`src/rtl/coe_loader.sv`:
```
// Double-buffered 3x3 convolution kernel loader: a 9-byte config packet fills a
// shadow bank, which is copied to the active bank only between frames.
module coe_loader #(
  parameter bit RST_IDENTITY = 1'b1
) (
  input  logic              clk,
  input  logic              rst_n,
  input  logic [7:0]        cfg_axi_data,
  input  logic              cfg_axi_valid,
  input  logic              cfg_axi_last,
  output logic              cfg_axi_ready,
  input  logic              pix_hs,
  input  logic              out_last_hs,
  output logic              stall_in,
  output logic signed [7:0] coe_00,
  output logic signed [7:0] coe_01,
  output logic signed [7:0] coe_02,
  output logic signed [7:0] coe_10,
  output logic signed [7:0] coe_11,
  output logic signed [7:0] coe_12,
  output logic signed [7:0] coe_20,
  output logic signed [7:0] coe_21,
  output logic signed [7:0] coe_22,
  output logic              cfg_pending,
  output logic              cfg_err
);

  typedef enum logic [1:0] {
    S_LOAD  = 2'd0,
    S_DRAIN = 2'd1,
    S_PEND  = 2'd2
  } state_t;

  state_t     r_state;
  state_t     w_state_next;
  logic [3:0] r_cnt;
  logic [3:0] w_cnt_next;
  logic       r_frame_busy;
  logic       r_cfg_err;
  logic       w_err;
  logic       w_accept;
  logic       w_shadow_wr;
  logic       w_shadow_clr;
  logic       w_swap;
  logic [7:0] w_active [9];

  assign cfg_axi_ready = (r_state != S_PEND);
  assign cfg_pending   = (r_state == S_PEND);
  assign stall_in      = (r_state == S_PEND);
  assign cfg_err       = r_cfg_err;
  assign w_accept      = cfg_axi_valid & cfg_axi_ready;

  always_ff @(posedge clk or negedge rst_n) begin
    if (!rst_n) begin
      r_state      <= S_LOAD;
      r_cnt        <= 4'd0;
      r_frame_busy <= 1'b0;
      r_cfg_err    <= 1'b0;
    end else begin
      r_state      <= w_state_next;
      r_cnt        <= w_cnt_next;
      r_frame_busy <= (r_frame_busy & ~out_last_hs) | pix_hs;
      r_cfg_err    <= w_err;
    end
  end

  always_comb begin
    w_state_next = r_state;
    w_cnt_next   = r_cnt;
    w_err        = 1'b0;
    w_shadow_wr  = 1'b0;
    w_shadow_clr = 1'b0;
    w_swap       = 1'b0;
    case (r_state)
      S_LOAD: begin
        if (w_accept) begin
          if (cfg_axi_last) begin
            w_cnt_next = 4'd0;
            if (r_cnt == 4'd8) begin
              w_shadow_wr  = 1'b1;
              w_state_next = S_PEND;
            end else begin
              // Short packet: drop the partial kernel and wait for a fresh one.
              w_err        = 1'b1;
              w_shadow_clr = 1'b1;
            end
          end else if (r_cnt == 4'd8) begin
            w_err        = 1'b1;
            w_cnt_next   = 4'd0;
            w_state_next = S_DRAIN;
          end else begin
            w_shadow_wr = 1'b1;
            w_cnt_next  = r_cnt + 4'd1;
          end
        end
      end
      S_DRAIN: begin
        if (w_accept && cfg_axi_last) begin
          w_cnt_next   = 4'd0;
          w_state_next = S_LOAD;
        end
      end
      S_PEND: begin
        // A pixel accepted this cycle starts a frame, so it also blocks the swap.
        if (!r_frame_busy && !pix_hs) begin
          w_swap       = 1'b1;
          w_state_next = S_LOAD;
        end
      end
      default: begin
        w_state_next = S_LOAD;
        w_cnt_next   = 4'd0;
      end
    endcase
  end

  genvar gi;
  generate
    for (gi = 0; gi < 9; gi++) begin : g_bank
      logic [7:0] r_shadow;
      logic [7:0] r_active;

      always_ff @(posedge clk or negedge rst_n) begin
        if (!rst_n) begin
          r_shadow <= 8'd0;
          r_active <= ((gi == 4) && RST_IDENTITY) ? 8'd1 : 8'd0;
        end else begin
          if (w_shadow_clr)
            r_shadow <= 8'd0;
          else if (w_shadow_wr && (r_cnt == 4'(gi)))
            r_shadow <= cfg_axi_data;
          if (w_swap)
            r_active <= r_shadow;
        end
      end

      assign w_active[gi] = r_active;
    end
  endgenerate

  assign coe_00 = w_active[0];
  assign coe_01 = w_active[1];
  assign coe_02 = w_active[2];
  assign coe_10 = w_active[3];
  assign coe_11 = w_active[4];
  assign coe_12 = w_active[5];
  assign coe_20 = w_active[6];
  assign coe_21 = w_active[7];
  assign coe_22 = w_active[8];

endmodule
```
`config.mk`:
```
export PLATFORM = sky130hd
export DESIGN_NAME = coe_loader
export DESIGN_NICKNAME = d
export VERILOG_FILES = /design/src/rtl/coe_loader.sv
export SDC_FILE = /design/constraint.sdc
export NUM_CORES = 1
export LEC_CHECK = 0
export BUFFER_PORTS_ARGS = -buffer_cell sky130_fd_sc_hd__buf_2
export CORE_MARGIN = 1.5
export CORE_UTILIZATION = 40
export DETAILED_ROUTE_END_ITERATION = 7
export GPL_TIMING_DRIVEN = 0
export SLEW_MARGIN = 25
export SYNTH_ARGS = -nofsm -noshare
export SYNTH_HDL_FRONTEND = slang
export SYNTH_SLANG_ARGS = --single-unit
```
`constraint.sdc`:
```
create_clock -name clk -period 4.3 [get_ports clk]
set_input_delay 0.86 -clock clk [delete_from_list [all_inputs] [get_ports clk]]
set_output_delay 0.86 -clock clk [all_outputs]
set_load 0.05 [all_outputs]
```
==> flow_summary.json, run 1 <==
{
  "clock-sinks": 152,
  "htreeDepth": 4,
  "drt_iter0_markers": 282,
  "post-cts-setup-buffer-count": 0,
  "wl_per_cell_um": 17.89,
  "met3_usage_pct": 5.441,
  "final_common_cell": "dfrtp_1",
  "setup.worst_path.start": "r_cnt[0]",
  "cts_tree": "yes",
  "syn2layout_area_growth_pct": 22.23,
  "die_height_um": 126.5,
  "fin_ws_ns": 1.448,
  "cp.arrival_ns": 3.15,
  "crit_end": "g_bank[7].r_shadow[6]",
  "nNetsFinal": 585,
  "core-area_um2": 14700,
  "crit_path_max_fanout": 10,
  "final_cell_mix": "dfrtp_1 (151), buf_2 (101), mux2_2 (67), nand3_1 (66), o21ai_1 (63)",
  "maxSlewHeadroom_pct": 45.36,
  "syn-cell-area_um2": 6101,
  "cts-root-buf": "clkbuf_16",
  "num_rows": 44,
  "crit_type": "flip-flop to flip-flop",
  "cp-start-kind": "flip-flop",
  "antenna_found_initial": 0,
  "r2r-start": "r_cnt[0]",
  "hold_viol": 0,
  "clk_latency_ns": 0.43,
  "grt.total_usage_pct": 18.14,
  "cp-end-kind": "flip-flop",
  "cts_hold_buf": 0,
  "dieArea_um2": 16000,
  "rsz0062_at_grt": "false",
  "drive_above_1_share_pct": 40.76,
  "hold_ws_ns": 0.3847,
  "synth_fp_nets": 476,
  "seq_area_frac_synth_pct": 62.37,
  "reg2reg_to": "g_bank[7].r_shadow[6]",
  "drcViolationCount": 0,
  "synth_seq_cells": 152,
  "min_period_ns": 2.852,
  "worstHoldPathType": "input pin to async pin",
  "maxCapViolCount": 0,
  "dr.pass1.iters": 4,
  "setup_tns_ns": 0,
  "dp_hpwl_um": 9173,
  "total_power_mw": 3.490,
  "finalCritPeriodShare_pct": 66.32,
  "slew_violations": 0,
  "synth_cells": 457,
  "fmax_mhz": 350.6,
  "antenna_cells": 0,
  "pre_cts_ws_ns": 1.492,
  "globalRouteMet2Util_pct": 28.13,
  "pin_count": 90,
  "initial_core_util_pct": 41.50,
  "p_leak_nw": 3.846,
  "grt_pass1_vias": 4056,
  "reg2reg_depth": 11,
  "register_area_um2": 3805,
  "vias_per_cell": 5.283,
  "routed_wl_um": 13650,
  "synth_cell_type_count": 40,
  "grt_max_degree": 82,
  "syn_avg_cell_area_um2": 13.35,
  "yosys_warnings": 0,
  "grtUsageMet1_pct": 24.73,
  "fin_skew_ns": 0.006047,
  "die_w_um": 126.5,
  "powerDensity_nw_per_um2": 468.1,
  "gp_congestion": 0.7595,
  "num-fill-cells": 1309,
  "port_buffers": 89,
  "cts_max_path_buffers": 2,
  "grt_first_pass_wirelength_um": 22070,
  "multiInputGateArea_um2": 2061,
  "grt-ovfl-total": 0,
  "vdd_drop_max_v": 0.0002317,
  "antenna_left": 0,
  "required_ns": 4.60,
  "setup_viol": 0,
  "fin_cells": 763,
  "busiest_layer": "met2",
  "worst_pin_slew_ns": 0.8169,
  "cts_resized": 0,
  "dp.cells": 731,
  "cts.clk_slew.worst_paths_ns": 0.06,
  "cts_inserted_buffers": 17,
  "outcome": "complete, no violations",
  "timing.reg2reg.setup_slack_ns": 1.45,
  "routed-via-count": 4031
}
-- cell type report --
class	instances	share of cell area, %
plain buffers	29	2.852
clock buffers	18	5.889
clock inverters	14	2.735
inverters	6	0.3020
multi-input cells	270	27.63
flip-flops and latches	152	51.02
well taps	184	3.087
repair buffers	90	6.477
-- worst max-delay path: stages (launching register included) --
cell and delay (ns):
dfrtp_1 0.41, inv_1 0.13, ha_1 0.24, and3b_1 0.17
buf_2 0.18, inv_1 0.06, ha_1 0.50, and2b_4 0.32
nand4_2 0.26, buf_2 0.27, nand3_1 0.10, o21ai_1 0.07
-- sequential cells by signal (all words and copies together), names as in the netlist --
| name | cells |
|---|---|
| coe_00 | 8 |
| g_bank.r_shadow | 72 |
| r_frame_busy | 1 |
| coe_01 | 8 |
| coe_11 | 8 |
| coe_02 | 8 |
| r_cnt | 4 |
| r_state | 2 |
| coe_20 | 8 |
| coe_12 | 8 |
| cfg_err | 1 |
| coe_21 | 8 |
| coe_10 | 8 |
| coe_22 | 8 |
-- metal layers --
| layer | wire length [µm] | vias up |
|---|---|---|
| li1 | - | 1869 |
| met1 | 6427 | 2020 |
| met2 | 6310 | 120 |
| met3 | 728 | 22 |
| met4 | 182 | 0 |
| met5 | 0 | - |
-- cell usage after synthesis, drive strengths merged --
| cell type | n | area share (%) |
|---|---|---|
| a32o | 1 | 0.16 |
| and3b | 1 | 0.14 |
| dfrtp | 151 | 62 |
| and3 | 1 | 0.10 |
| buf | 26 | 3.3 |
| nand2 | 9 | 0.92 |
| mux2 | 72 | 13 |
| o21ai | 68 | 5.6 |
| clkbuf | 3 | 0.21 |
| nor3b | 1 | 0.31 |
| a21o | 1 | 0.12 |
| nand2b | 1 | 0.23 |
| a21oi | 4 | 0.33 |
| mux2i | 9 | 1.5 |
| nand3 | 68 | 5.9 |
| or3 | 2 | 0.21 |
| nand4b | 2 | 0.29 |
| ha | 5 | 1.0 |
| inv | 6 | 0.37 |
| nor3 | 2 | 0.35 |
| a211oi | 1 | 0.12 |
| dfstp | 1 | 0.43 |
| nand4 | 6 | 1.9 |
| nor2b | 2 | 0.21 |
| and2b | 1 | 0.16 |
| and2 | 1 | 0.10 |
| nor2 | 11 | 0.68 |
| a41o | 1 | 0.16 |
-- stage by stage --
stage | area [µm²] | util (%)
after floorplan | 6101 | -
after global placement | 6777 | 46.10
final | 7457 | 50.73
after detailed placement | 6814 | 46.36
after global routing | 7457 | 50.73
after CTS | 7457 | 50.73
-- worst min path at each step --
| stage | slack [ns] | endpoint |
|---|---|---|
| after floorplan | 0.46 | g_bank[5].r_shadow[0] |
| after global placement | 0.47 | coe_10[4] |
| after detailed placement | 0.48 | coe_10[4] |
| after CTS | 0.40 | coe_00[2] |
| after global routing | 0.43 | coe_00[2] |
| final | 0.38 | coe_00[4] |
-- cell families (layout without fill, tap and decap cells) --
logic type / Yosys count / after routing / share of synthesized area, %
and+or+nand+nor: 108 / 108 / 11.51
buffers and inverters: 35 / 157 / 3.856
AOI/OAI and AO/OA: 76 / 76 / 6.481
adders and majority gates: 5 / 5 / 1.025
DFF: 152 / 152 / 62.37
muxes: 81 / 81 / 14.77
-- power breakdown --
group / total [mW] / internal, mW / switching, mW
logic: 0.304 / 0.0924 / 0.212
registers: 1.57 / 1.52 / 0.0511
clock network: 1.62 / 1.04 / 0.581
total: 3.49 / 2.65 / 0.844
Note: power is estimated with default switching activity, not from simulation.
==> inputs of run 2 (changes only) <==
ABC_AREA = 1   (was unset)
clock period = 2.5 ns   (was 4.3 ns; I/O delays follow)
==> run 2 against run 1 <==
Net effect:
- design area up 0.25%
- synthesized cell count up 23%
- critical path depth down 2
- synthesized area up 2.1%
- largest cell class unchanged
- core utilization down 1.6 points
- worst hold slack worse by 0.30 ns
- final cell count up 14%
==> flow_summary.json, run 2 <==
{
  "yosysTopAreaCell": "dfrtp_1",
  "cts_tree": "yes",
  "cp.arrival_ns": 2.76,
  "synth_cell_type_count": 24,
  "crit_path_max_fanout": 9,
  "outcome": "complete, no violations",
  "crit_path_top_delay_cell": "nor2_2",
  "gp_congestion": 0.7491,
  "register_area_um2": 3805,
  "setup_viol": 0,
  "maxCapViolCount": 0,
  "pre_cts_ws_ns": 0.09285,
  "synth_cells": 561,
  "dp_hpwl_um": 9317,
  "worstPathCellList": "inv_1, ha_1, nand3_1, ha_1, nand3_1, inv_2, nor2_2, nand2_1, nand2_1",
  "required_ns": 2.86,
  "busiest_layer": "met2",
  "routed_wl_um": 13450,
  "maxSlewHeadroom_pct": 53.73,
  "globalRouteMet2Util_pct": 28.30,
  "p_comb_share_pct": 24.7,
  "synthArstFlopShare_pct": 100.0,
  "fin_util_pct": 49.18,
  "met3_usage_pct": 5.175,
  "final_cell_mix": "nand2_1 (171), dfrtp_1 (151), buf_2 (94), nand3_1 (70), mux2_2 (65)",
  "htreeDepth": 4,
  "grt_max_degree": 91,
  "drive_above_1_share_pct": 34.56,
  "p_seq_share_pct": 42.2,
  "synth_ff_type": "dfrtp_1",
  "finalCritPeriodShare_pct": 96.15,
  "timing.reg2reg.setup_slack_ns": 0.1,
  "powerDensity_nw_per_um2": 944.0,
  "p_sw_mw": 2.378,
  "core-area_um2": 15200,
  "drt_iter0_markers": 288,
  "max_stage_delay_ns": 0.56,
  "yosys-top-cells-area": "dfrtp_1 (61%), mux2_2 (12%), nand2_1 (10%), nand3_1 (5.6%), mux2_4 (1.7%)",
  "num_rows": 45,
  "clock-sinks": 152,
  "reg2reg_to": "g_bank[5].r_shadow[2]",
  "cts_max_path_buffers": 2,
  "synth.top_cell.area_share_pct": 60.68,
  "dr.pass1.iters": 4,
  "cp-start-kind": "flip-flop",
  "port_buffers": 89,
  "synth_seq_cells": 152,
  "hold_viol": 0,
  "clk_latency_ns": 0.42,
  "total_power_mw": 7.057,
  "largest_reg_flops": 72,
  "pin_count": 90,
  "min_period_ns": 2.404,
  "vias_per_cell": 4.887,
  "power.share.clock_pct": 33.1,
  "syn_avg_cell_area_um2": 11.10,
  "cts_inserted_buffers": 17,
  "antenna_cells": 0,
  "cts-root-buf": "clkbuf_16",
  "yosys_warnings": 0,
  "dieArea_um2": 16330,
  "regMostFlops": "g_bank.r_shadow",
  "ys_top_cells_by_count": "nand2_1 (171), dfrtp_1 (151), nand3_1 (70), mux2_2 (65), inv_1 (26)",
  "cp-end-kind": "flip-flop",
  "syn2layout_area_growth_pct": 20.05,
  "cp_num_buf_inv": 2,
  "worst_pin_slew_ns": 0.6933,
  "synth_most_common_cell": "nand2_1",
  "cts.clk_slew.worst_paths_ns": 0.05,
  "dp.cells": 839,
  "fmax_mhz": 416.0,
  "p_leak_nw": 4.305,
  "die_w_um": 127.8,
  "wl_per_cell_um": 15.50,
  "fin_skew_ns": 0.007030,
  "vdd_drop_max_v": 0.0005305,
  "syn-cell-area_um2": 6227,
  "slew_violations": 0,
  "cts_resized": 0,
  "initial_core_util_pct": 40.96,
  "switching_share_pct": 33.69,
  "grt.total_usage_pct": 17.76,
  "seq_area_frac_synth_pct": 61.10,
  "fin_cells": 868,
  "internal-power_mw": 4.679,
  "grt-ovfl-total": 0,
  "reg2reg_depth": 9,
  "r2r-start": "r_cnt[0]",
  "nNetsFinal": 689,
  "grt_first_pass_wirelength_um": 21820,
  "synth_edf_count": 0,
  "grtUsageMet1_pct": 23.51,
  "routed-via-count": 4242,
  "grt_pass1_vias": 4197,
  "crit_type": "flip-flop to flip-flop",
  "final_common_cell": "nand2_1",
  "synth_fp_nets": 580,
  "antenna_left": 0,
  "num-fill-cells": 1422,
  "rsz0062_at_grt": "true",
  "antenna_found_initial": 0,
  "multiInputGateArea_um2": 2163,
  "fin_ws_ns": 0.09629,
  "worstHoldPathType": "input pin to async pin",
  "drcViolationCount": 0,
  "crit_family": "simple AND/OR/NAND/NOR gates",
  "hold_ws_ns": 0.08893,
  "die_height_um": 127.8
}
[run 2: how the worst max path moves through the flow]
stage / cells after the start / slack (ns) / startpoint / endpoint
4_1_cts: 9 / 0.11 / r_cnt[0] / g_bank[7].r_shadow[3]
2_1_floorplan: 9 / 0.53 / r_cnt[0] / g_bank[8].r_shadow[0]
6_report: 9 / 0.1 / r_cnt[0] / g_bank[5].r_shadow[2]
3_3_place_gp: 1 / -1.17 / rst_n / coe_22[4]
3_5_place_dp: 9 / 0.09 / r_cnt[0] / g_bank[5].r_shadow[4]
5_1_grt: 9 / -0.1 / r_cnt[0] / g_bank[3].r_shadow[2]
[run 2: metal layers]
metal / wire (µm) / part of all wire [%]
met5: 0 / 0
met4: 172 / 1.3
met1: 6146 / 46
met2: 6431 / 48
met3: 700 / 5.2
[run 2: per-stage QoR]
| stage | TNS [ns] | area, µm² |
|---|---|---|
| finish | 0 | 7476 |
| global route | -2.473 | 7476 |
| CTS | 0 | 7476 |
| detailed placement | 0 | 6945 |
| global placement | -174.41 | 6908 |
| floorplan | 0 | 6227 |
[run 2: cell type report]
cell class,count,share of cell area (%)
Timing Repair Buffer,90,6.460
Tap cell,188,3.146
Clock buffer,25,6.494
Sequential cell,152,50.90
Clock inverter,4,0.6025
Inverter,34,1.808
Multi-Input combinational cell,360,28.94
Buffer,15,1.657
[run 2: logic make-up after synthesis]
kind of cell	after synthesis	share of synthesized area, %
adders and majority gates	5	1.005
buffers and inverters	49	4.159
and+or+nand+nor	275	19.59
AOI/OAI and AO/OA	7	0.5625
DFF	152	61.10
xor gates and xnor gates	1	0.1407
muxes	72	13.44
[run 2: power groups by stage]
stage | sequential (mW) | clock [mW] | combinational (mW)
2_1_floorplan | 3.49 | 0 | 0.792
3_3_place_gp | 3.01 | 0 | 1.72
3_5_place_dp | 3.03 | 0 | 1.76
4_1_cts | 2.98 | 2.38 | 1.77
5_1_grt | 3.03 | 2.51 | 1.88
6_report | 2.98 | 2.33 | 1.74
[run 2: what timing repair did]
item                                    CTS  global route
hold buffers                              0             0
endpoints found under the setup margin    0            61
hold endpoints to repair                  0             0
setup buffers                             0             0
==> inputs of run 3 (changes only) <==
SETUP_SLACK_MARGIN = 0.1   (was unset)
==> run 3 against run 2 <==
Net effect:
- core utilization increased by 0.12 points
- clock skew about the same
- via count increased by 0.14%
- largest cell class unchanged
- highest routed layer unchanged
- critical endpoint is now g_bank[7].r_shadow[3]
- die area unchanged
- fmax increased by 4.3%
- sequential cell count unchanged
- worst hold slack improved by 0.0011 ns
- design area increased by 0.23%
- non-clock buffer count unchanged
==> flow_summary.json, run 3 (synthesized netlist as in run 2, its figures left out) <==
{
  "gp_congestion": 0.7491,
  "largest_reg_flops": 72,
  "design_area_um2": 7493,
  "worstPathCellList": "inv_1, ha_1, nand3_2, ha_2, nand3_1, inv_2, nor2_2, nand2_1, nand2_1",
  "cts_inserted_buffers": 17,
  "busiest_layer": "met2",
  "p_leak_nw": 4.306,
  "dp_hpwl_um": 9317,
  "grt_first_pass_wirelength_um": 21820,
  "path_common_cell": "nand2_1",
  "worstHoldPathType": "input pin to async pin",
  "cts-root-buf": "clkbuf_16",
  "cp-start-kind": "flip-flop",
  "crit_type": "flip-flop to flip-flop",
  "min_period_ns": 2.305,
  "total_power_mw": 7.063,
  "die_height_um": 127.8,
  "htreeDepth": 4,
  "grt.total_usage_pct": 17.76,
  "die_w_um": 127.8,
  "cts_max_path_buffers": 2,
  "required_ns": 2.86,
  "cts.clk_slew.worst_paths_ns": 0.05,
  "crit_path_max_fanout": 9,
  "pre_cts_ws_ns": 0.09285,
  "port_buffers": 89,
  "core-area_um2": 15200,
  "drive_above_1_share_pct": 34.85,
  "clock-sinks": 152,
  "met3_usage_pct": 5.175,
  "maxCapViolCount": 0,
  "grt-ovfl-total": 0,
  "num_rows": 45,
  "syn2layout_area_growth_pct": 20.33,
  "cp.arrival_ns": 2.66,
  "globalRouteMet2Util_pct": 28.30,
  "post-cts-setup-buffer-count": 0,
  "routed_wl_um": 13450,
  "hold_viol": 0,
  "pin_count": 90,
  "timing.reg2reg.setup_slack_ns": 0.20,
  "antenna_left": 0,
  "antenna_cells": 0,
  "cp-end-kind": "flip-flop",
  "drt_iter0_markers": 305,
  "routed-via-count": 4248,
  "grtUsageMet1_pct": 23.51,
  "cts_hold_buf": 0,
  "max_stage_delay_ns": 0.55,
  "rsz0062_at_grt": "true",
  "fin_skew_ns": 0.006930,
  "powerDensity_nw_per_um2": 942.5,
  "regMostFlops": "g_bank.r_shadow",
  "initial_core_util_pct": 40.96,
  "grt_max_degree": 91,
  "crit_path_top_delay_cell": "nor2_2",
  "maxSlewHeadroom_pct": 54.71,
  "wl_per_cell_um": 15.49,
  "nNetsFinal": 689,
  "slew_violations": 0,
  "fin_ws_ns": 0.1952,
  "dr.pass1.iters": 4,
  "worst_pin_slew_ns": 0.6786,
  "place_area_um2": 6945,
  "vdd_drop_max_v": 0.0005318,
  "outcome": "complete, no violations",
  "setup_viol": 0,
  "drcViolationCount": 0,
  "final_cell_mix": "nand2_1 (171), dfrtp_1 (151), buf_2 (94), nand3_1 (69), mux2_2 (65)",
  "cts_tree": "yes",
  "vias_per_cell": 4.894,
  "grt_pass1_vias": 4197,
  "clk_latency_ns": 0.42,
  "num-fill-cells": 1423,
  "final_common_cell": "nand2_1",
  "cts_resized": 0,
  "fmax_mhz": 433.9,
  "finalCritPeriodShare_pct": 92.19,
  "antenna_found_initial": 0,
  "dieArea_um2": 16330
}
run 3: cell types whose count changed in the layout (fill, tap and decap cells not counted):
cell     delta
ha_2        +1
ha_1        -1
nor2_2      -2
nand3_2     +1
nor2_4      +2
nand3_1     -1
run 3: report_power, final:
group,switching (mW),internal (mW),total [mW]
Clock,0.908,1.42,2.33
Sequential,0.197,2.78,2.98
Combinational,1.28,0.473,1.75
Total,2.38,4.68,7.06
run 3: final cells by class:
cell class                      instances  area (µm²)  share of cell area, %
Sequential cell                       152        3805                  50.78
Clock inverter                          4       45.04                 0.6011
Tap cell                              188       235.2                  3.139
Clock buffer                           25       485.5                  6.479
Inverter                               34       135.1                  1.803
Multi-Input combinational cell        360        2181                  29.10
Timing Repair Buffer                   90       483.0                  6.445
Buffer                                 15       123.9                  1.653
run 3: metal layers:
| layer | share of wire (%) | vias to the layer above |
|---|---|---|
| li1 | - | 2050 |
| met4 | 1.2 | 0 |
| met5 | 0 | - |
| met2 | 48 | 86 |
| met3 | 4.4 | 13 |
| met1 | 47 | 2099 |
run 3: per-stage QoR:
stage	utilization (%)	TNS [ns]	hold WS, ns	cells
2_1_floorplan	-	0	0.2044	561
3_3_place_gp	45.44	-174.41	0.4504	838
3_5_place_dp	45.69	0	0.4638	839
4_1_cts	49.18	0	0.1161	868
5_1_grt	49.29	0	0.1411	868
6_report	49.29	0	0.09002	868
run 3: final timing paths:
| check | cells past startpoint | startpoint | to |
|---|---|---|---|
| max in group asynchronous | 2 | rst_n | coe_22[2] |
| worst max-delay path | 9 | r_cnt[0] | g_bank[7].r_shadow[3] |
| worst min-delay path | 1 | rst_n | coe_12[2] |
| worst min register to register | 2 | g_bank[8].r_shadow[4] | g_bank[8].r_shadow[4] |
| worst max register to register | 9 | r_cnt[0] | g_bank[7].r_shadow[3] |
| min in group clk | 2 | out_last_hs | r_frame_busy |
run 3: worst max-delay path, delay by kind of cell, from the launching register on:
family,cells,cell delay [ns]
adders and majority gates,2,0.44
buffers and inverters,2,0.27
DFF,1,0.42
and+or+nand+nor,5,1.11
